$ cat config.mk
export PLATFORM = sky130hd
export DESIGN_NAME = mem_port_arbiter
export DESIGN_NICKNAME = d
export VERILOG_FILES = /design/src/rtl/mem_port_arbiter.sv
export SDC_FILE = /design/constraint.sdc
export NUM_CORES = 1
export LEC_CHECK = 0
export ABC_AREA = 1
export CELL_PAD_IN_SITES_DETAIL_PLACEMENT = 2
export CELL_PAD_IN_SITES_GLOBAL_PLACEMENT = 2
export CORE_ASPECT_RATIO = 1.75
export CORE_MARGIN = 4
export CORE_UTILIZATION = 30
export DETAILED_ROUTE_END_ITERATION = 10
export DONT_BUFFER_PORTS = 1
export GPL_TIMING_DRIVEN = 0
export PLACE_DENSITY_LB_ADDON = 0.1
export SYNTH_ARGS = -nofsm -noshare
export SYNTH_HDL_FRONTEND = slang
export SYNTH_SLANG_ARGS = --single-unit
$ cat constraint.sdc
create_clock -name CLK -period 2.2 [get_ports CLK]
set_input_delay 0.44 -clock CLK [delete_from_list [all_inputs] [get_ports CLK]]
set_output_delay 0.44 -clock CLK [all_outputs]
set_load 0.05 [all_outputs]
$ cat src/rtl/mem_port_arbiter.sv
// mem_port_arbiter: shares a single-port RAM between the CPU memory path and a
// DMA/loader requester.
//   IDLE   : sample CPU_REQ/DMA_REQ, pick a winner, latch its WE/ADDR/WDATA
//   ACCESS : drive the RAM from the latched request for max(WAIT_CYCLES,1) cycles
//   DONE   : one-cycle ACK to the owner, RAM idle
// Ports:
//   CLK, RESET                       clock (rising edge), async active-high reset
//   CPU_REQ/WE/ADDR/WDATA            CPU request, held until CPU_ACK
//   CPU_ACK, CPU_RDATA               completion pulse, read data (held to next read)
//   DMA_*                            same as CPU_* for the DMA requester
//   MEM_ADDR/WE/DIN                  RAM drive, zero outside ACCESS
//   MEM_DOUT                         RAM combinational read data
//   BUSY                             high in ACCESS and DONE
//   OWNER                            current/last grant (0 = CPU, 1 = DMA)
module mem_port_arbiter #(
  parameter int unsigned AW           = 16,
  parameter int unsigned DW           = 16,
  parameter int unsigned WAIT_CYCLES  = 1,
  parameter int unsigned CPU_PRIORITY = 0
) (
  input  logic          CLK,
  input  logic          RESET,
  input  logic          CPU_REQ,
  input  logic          CPU_WE,
  input  logic [AW-1:0] CPU_ADDR,
  input  logic [DW-1:0] CPU_WDATA,
  output logic          CPU_ACK,
  output logic [DW-1:0] CPU_RDATA,
  input  logic          DMA_REQ,
  input  logic          DMA_WE,
  input  logic [AW-1:0] DMA_ADDR,
  input  logic [DW-1:0] DMA_WDATA,
  output logic          DMA_ACK,
  output logic [DW-1:0] DMA_RDATA,
  output logic [AW-1:0] MEM_ADDR,
  output logic          MEM_WE,
  output logic [DW-1:0] MEM_DIN,
  input  logic [DW-1:0] MEM_DOUT,
  output logic          BUSY,
  output logic          OWNER
);

  localparam logic [1:0] IDLE   = 2'd0;
  localparam logic [1:0] ACCESS = 2'd1;
  localparam logic [1:0] DONE   = 2'd2;

  // Wait counter is 4 bits; WAIT_CYCLES of 0 behaves as 1.
  localparam int unsigned CW       = 4;
  localparam int unsigned WAIT_EFF = (WAIT_CYCLES == 0) ? 1 : WAIT_CYCLES;
  localparam logic [CW-1:0] CNT_LOAD = CW'(WAIT_EFF - 1);

  logic [1:0]    state;
  logic [1:0]    state_nxt;
  logic [CW-1:0] cnt;
  logic [CW-1:0] cnt_nxt;
  logic          owner_nxt;
  logic [AW-1:0] mem_addr_nxt;
  logic          mem_we_nxt;
  logic [DW-1:0] mem_din_nxt;
  logic          cpu_ack_nxt;
  logic          dma_ack_nxt;
  logic [DW-1:0] cpu_rdata_nxt;
  logic [DW-1:0] dma_rdata_nxt;
  logic          busy_nxt;
  logic          grant_dma_c;

  // Winner selection: a lone requester always wins; on a tie either the CPU
  // wins outright or the grant alternates away from the last owner.
  always_comb begin
    grant_dma_c = DMA_REQ;
    if (CPU_REQ && DMA_REQ) begin
      if (CPU_PRIORITY != 0) grant_dma_c = 1'b0;
      else                   grant_dma_c = ~OWNER;
    end
  end

  // Next-state and registered-output logic.
  always_comb begin
    state_nxt     = state;
    cnt_nxt       = cnt;
    owner_nxt     = OWNER;
    mem_addr_nxt  = MEM_ADDR;
    mem_we_nxt    = MEM_WE;
    mem_din_nxt   = MEM_DIN;
    cpu_ack_nxt   = 1'b0;
    dma_ack_nxt   = 1'b0;
    cpu_rdata_nxt = CPU_RDATA;
    dma_rdata_nxt = DMA_RDATA;
    busy_nxt      = BUSY;

    case (state)
      IDLE: begin
        mem_addr_nxt = '0;
        mem_we_nxt   = 1'b0;
        mem_din_nxt  = '0;
        busy_nxt     = 1'b0;
        if (CPU_REQ || DMA_REQ) begin
          // The MEM_* registers double as the latched request for ACCESS.
          state_nxt = ACCESS;
          cnt_nxt   = CNT_LOAD;
          owner_nxt = grant_dma_c;
          busy_nxt  = 1'b1;
          if (grant_dma_c) begin
            mem_addr_nxt = DMA_ADDR;
            mem_we_nxt   = DMA_WE;
            mem_din_nxt  = DMA_WDATA;
          end else begin
            mem_addr_nxt = CPU_ADDR;
            mem_we_nxt   = CPU_WE;
            mem_din_nxt  = CPU_WDATA;
          end
        end
      end

      ACCESS: begin
        busy_nxt = 1'b1;
        if (cnt == '0) begin
          state_nxt    = DONE;
          mem_addr_nxt = '0;
          mem_we_nxt   = 1'b0;
          mem_din_nxt  = '0;
          // Last RAM cycle: reads capture the RAM output for the owner only.
          if (OWNER) begin
            dma_ack_nxt = 1'b1;
            if (!MEM_WE) dma_rdata_nxt = MEM_DOUT;
          end else begin
            cpu_ack_nxt = 1'b1;
            if (!MEM_WE) cpu_rdata_nxt = MEM_DOUT;
          end
        end else begin
          cnt_nxt = cnt - CW'(1);
        end
      end

      DONE: begin
        state_nxt    = IDLE;
        busy_nxt     = 1'b0;
        mem_addr_nxt = '0;
        mem_we_nxt   = 1'b0;
        mem_din_nxt  = '0;
      end

      default: begin
        state_nxt    = IDLE;
        busy_nxt     = 1'b0;
        mem_addr_nxt = '0;
        mem_we_nxt   = 1'b0;
        mem_din_nxt  = '0;
      end
    endcase
  end

  // State and output registers; reset aborts any access with no ACK.
  always_ff @(posedge CLK or posedge RESET) begin
    if (RESET) begin
      state     <= IDLE;
      cnt       <= '0;
      OWNER     <= 1'b1;
      MEM_ADDR  <= '0;
      MEM_WE    <= 1'b0;
      MEM_DIN   <= '0;
      CPU_ACK   <= 1'b0;
      DMA_ACK   <= 1'b0;
      CPU_RDATA <= '0;
      DMA_RDATA <= '0;
      BUSY      <= 1'b0;
    end else begin
      state     <= state_nxt;
      cnt       <= cnt_nxt;
      OWNER     <= owner_nxt;
      MEM_ADDR  <= mem_addr_nxt;
      MEM_WE    <= mem_we_nxt;
      MEM_DIN   <= mem_din_nxt;
      CPU_ACK   <= cpu_ack_nxt;
      DMA_ACK   <= dma_ack_nxt;
      CPU_RDATA <= cpu_rdata_nxt;
      DMA_RDATA <= dma_rdata_nxt;
      BUSY      <= busy_nxt;
    end
  end

endmodule

==> metrics.yaml <==
yosys:
  synth_nets: 477
  yosysMostFrequentCell: "nand2_1"
  synth_cells: 389
  yosys_warnings: 0
  synth.distinct_cells: 23
  synth_enable_flop_cells: 0
  avgSynthCellArea_um2: 8.939
  async_reset_ff_share_pct: 100.0
  synthTopCellsByArea: "dfrtp_1 (53%), nand2_1 (12%), o21ai_2 (7.1%), or2_2 (5.9%), nor2_1 (4.6%)"
  ys_ff_latch: 75
  synth_flop_cell: "dfrtp_1"
  synth_top_area_share_pct: 53.26
  netlist_top_cells_count: "nand2_1 (113), dfrtp_1 (74), nor2_1 (43)"
  yosysTopAreaCell: "dfrtp_1"
  yosysSeqAreaShare_pct: 54.01
  netlist_area_mm2: 0.003477
placed_design:
  hpwl_um: 8010
  placed_area_mm2: 0.003686
  dp_cells: 523
  gp_congestion: 0.7395
  io_buffers: 0
global_routing:
  antenna_found_initial: 2
  grt_pass1_wl_um: 16380
  grt_max_degree: 37
  grt_pass1_vias: 3093
  grt-ovfl-total: 0
  grt_util_all_layers_pct: 16.19
cts:
  clockBufferDepth: 2
  clk_latency_ns: 0.33
  root_buffer: "clkbuf_16"
  cts_tree: "yes"
  cts_num_sinks: 75
  cts_setup_buffers: 0
  cts.htree.levels: 3
  cts_inserted_buffers: 9
  cts.clk_slew.worst_paths_ns: 0.06
timing:
  timing.final.crit_share_pct: 84.22
  drv_slew: 0
  period_needed_ns: 1.853
  tightest_slew_ns: 0.6038
  tns_ns: 0
  fmax_mhz: 539.7
  grt_setup_unrepaired: "false"
  skew_ns: 0.007199
  hold_violations: 0
  maxSlewHeadroom_pct: 59.75
  setup-violations-final: 0
final_layout:
  seqCellArea_mm2: 0.001878
  final_area_mm2: 0.003980
  drive_above_1_share_pct: 26.23
  layout.nets: 491
  stdcell_count: 542
  fillers: 1286
  utilization_pct: 35.44
  multi_input_area_mm2: 0.001368
  area_growth_pct: 14.47
status:
  status: "finished, final reports clean"
floorplanning:
  die_height_um: 150.4
  chipWidth_um: 89.38
  core-area_mm2: 0.01123
  row_count: 51
  initial_utilization_pct: 30.96
  top_level_ports: 155
  die_area_mm2: 0.01344
worst_setup_path:
  crit_type: "flop to flop"
  arrival_ns: 2.11
  cp_max_fo: 10
  cp.required_ns: 2.46
  max_stage_delay_ns: 0.75
  crit_chain: "nand2_1 -> nand2_1 -> clkbuf_1 -> or2_2 -> nand2_1 -> o21ai_1"
  timing.critical_path.mode_cell: "nand2_1"
  setup.worst_path.end_class: "flop"
  r2r_setup_slack_ns: 0.35
  cp-start-kind: "flop"
  cp_slowest_cell: "dfstp_2"
hold_path:
  hold_class: "primary input to flop"
pwr:
  power_density_mw_per_mm2: 1913
  ir_drop_v: 0.0007917
  power_mw: 7.615
  p_leak_nw: 1.920
drt:
  ant_nets: 0
  dr.pass1.iters: 4
  via_per_inst: 4.917
  wl_per_cell_um: 19.05
  wl_um: 10330
  drcViolationCount: 0
  vias: 2665
  drt-initial-drc-count: 10
run:
  max-cap-violations: 0
## what timing repair did
item                      in CTS  in global routing
resized for setup              0                  0
hold buffers                   1                  0
hold endpoints to repair      10                  0
## kinds of logic after synthesis
kind of cell             after synthesis  synth area share (%)
buffers and inverters                 44                 6.657
adder cells (fa/ha/maj)                2                0.7196
XOR/XNOR                               1                0.2519
AO/OA/AOI/OAI                         68                 12.81
flip-flops                            75                 54.01
AND/OR/NAND/NOR                      199                 25.55
## worst max-delay path, delay by kind of cell, from the launching register on
| family | cells | cell delay (ns) |
|---|---|---|
| DFF | 1 | 0.75 |
| AOI/OAI and AO/OA | 1 | 0.13 |
| and+or+nand+nor | 4 | 0.50 |
| buffers and inverters | 1 | 0.38 |
## layout by cell type, fill, tap and decap left out
cell type      synthesis  layout
buf_6                  6       6
nand2_4                2       2
clkbuf_2               2       2
buf_4                  3       3
nor2_1                43      43
or2_2                 33      33
diode_2                0       2
o21ai_1               28      28
clkbuf_1               1       1
clkinv_4               0       1
clkinvlp_4             0       2
ha_1                   2       2
nor3_4                 1       1
clkinv_2               0       3
inv_6                  0       1
nand3_1                4       4
inv_1                 23      22
o21ai_0               12      12
dfrtp_1               74      74
nand2_2                1       1
inv_2                  3       3
dlygate4sd3_1          0       1
nor2_8                 1       1
xor2_1                 1       1
nand2_1              113     113
clkbuf_16              0       9
o21ai_2               28      28
buf_12                 0       2
dfstp_2                1       1
buf_2                  6       6
clkbuf_8               0       1
nor2_4                 1       1
## power by group
group	switching, mW	total, mW	leakage (nW)	internal (mW)
registers	2.41	4.36	0.944	1.95
clock network	0.589	1.38	0.139	0.794
logic	1.17	1.87	0.837	0.709
## layout make-up
type	instances	area share (%)
clock buffers	10	6.004
well taps	132	4.150
clock inverters	6	1.006
diodes	2	0.1257
inverters	26	2.546
flip-flops and latches	75	47.19
repair buffers	3	1.257
plain buffers	18	3.364
multi-input cells	270	34.36
## stage by stage
step                setup slack (ns)  hold WS (ns)
global placement              0.3202        0.5672
floorplan                     0.7287        0.5216
finish                        0.3472        0.2672
detailed placement            0.3256        0.2835
CTS                           0.3096        0.2493
global route                  0.1598        0.2784
## worst paths after layout
check,start,end,cells past startpoint
max,OWNER$_DFFE_PP1P_,MEM_DIN[6]$_DFFE_PP0P_,6
min,MEM_DOUT[13],CPU_RDATA[13]$_DFFE_PP0P_,2
max reg2reg,OWNER$_DFFE_PP1P_,MEM_DIN[6]$_DFFE_PP0P_,6
min reg2reg,cnt[0]$_DFFE_PP0P_,cnt[0]$_DFFE_PP0P_,3
max in group asynchronous,RESET,OWNER$_DFFE_PP1P_,4
min in group asynchronous,RESET,DMA_RDATA[2]$_DFFE_PP0P_,2
## flip-flops by register name (all words and copies together) (netlist names)
register,count
BUSY,1
CPU_ACK,1
CPU_RDATA,16
DMA_ACK,1
DMA_RDATA,16
MEM_ADDR,16
MEM_DIN,16
MEM_WE,1
OWNER,1
cnt,4
state,2
## metal layers
metal	track usage (%)	part of all wire [%]	wire, um	vias up
li1	-	-	-	1243
met1	16.28	34	3519	1306
met2	29.32	55	5650	104
met3	6.955	9.5	983	12
met4	4.993	1.7	172	0
met5	0	0	0	-
(Power assumes the default switching activity.)
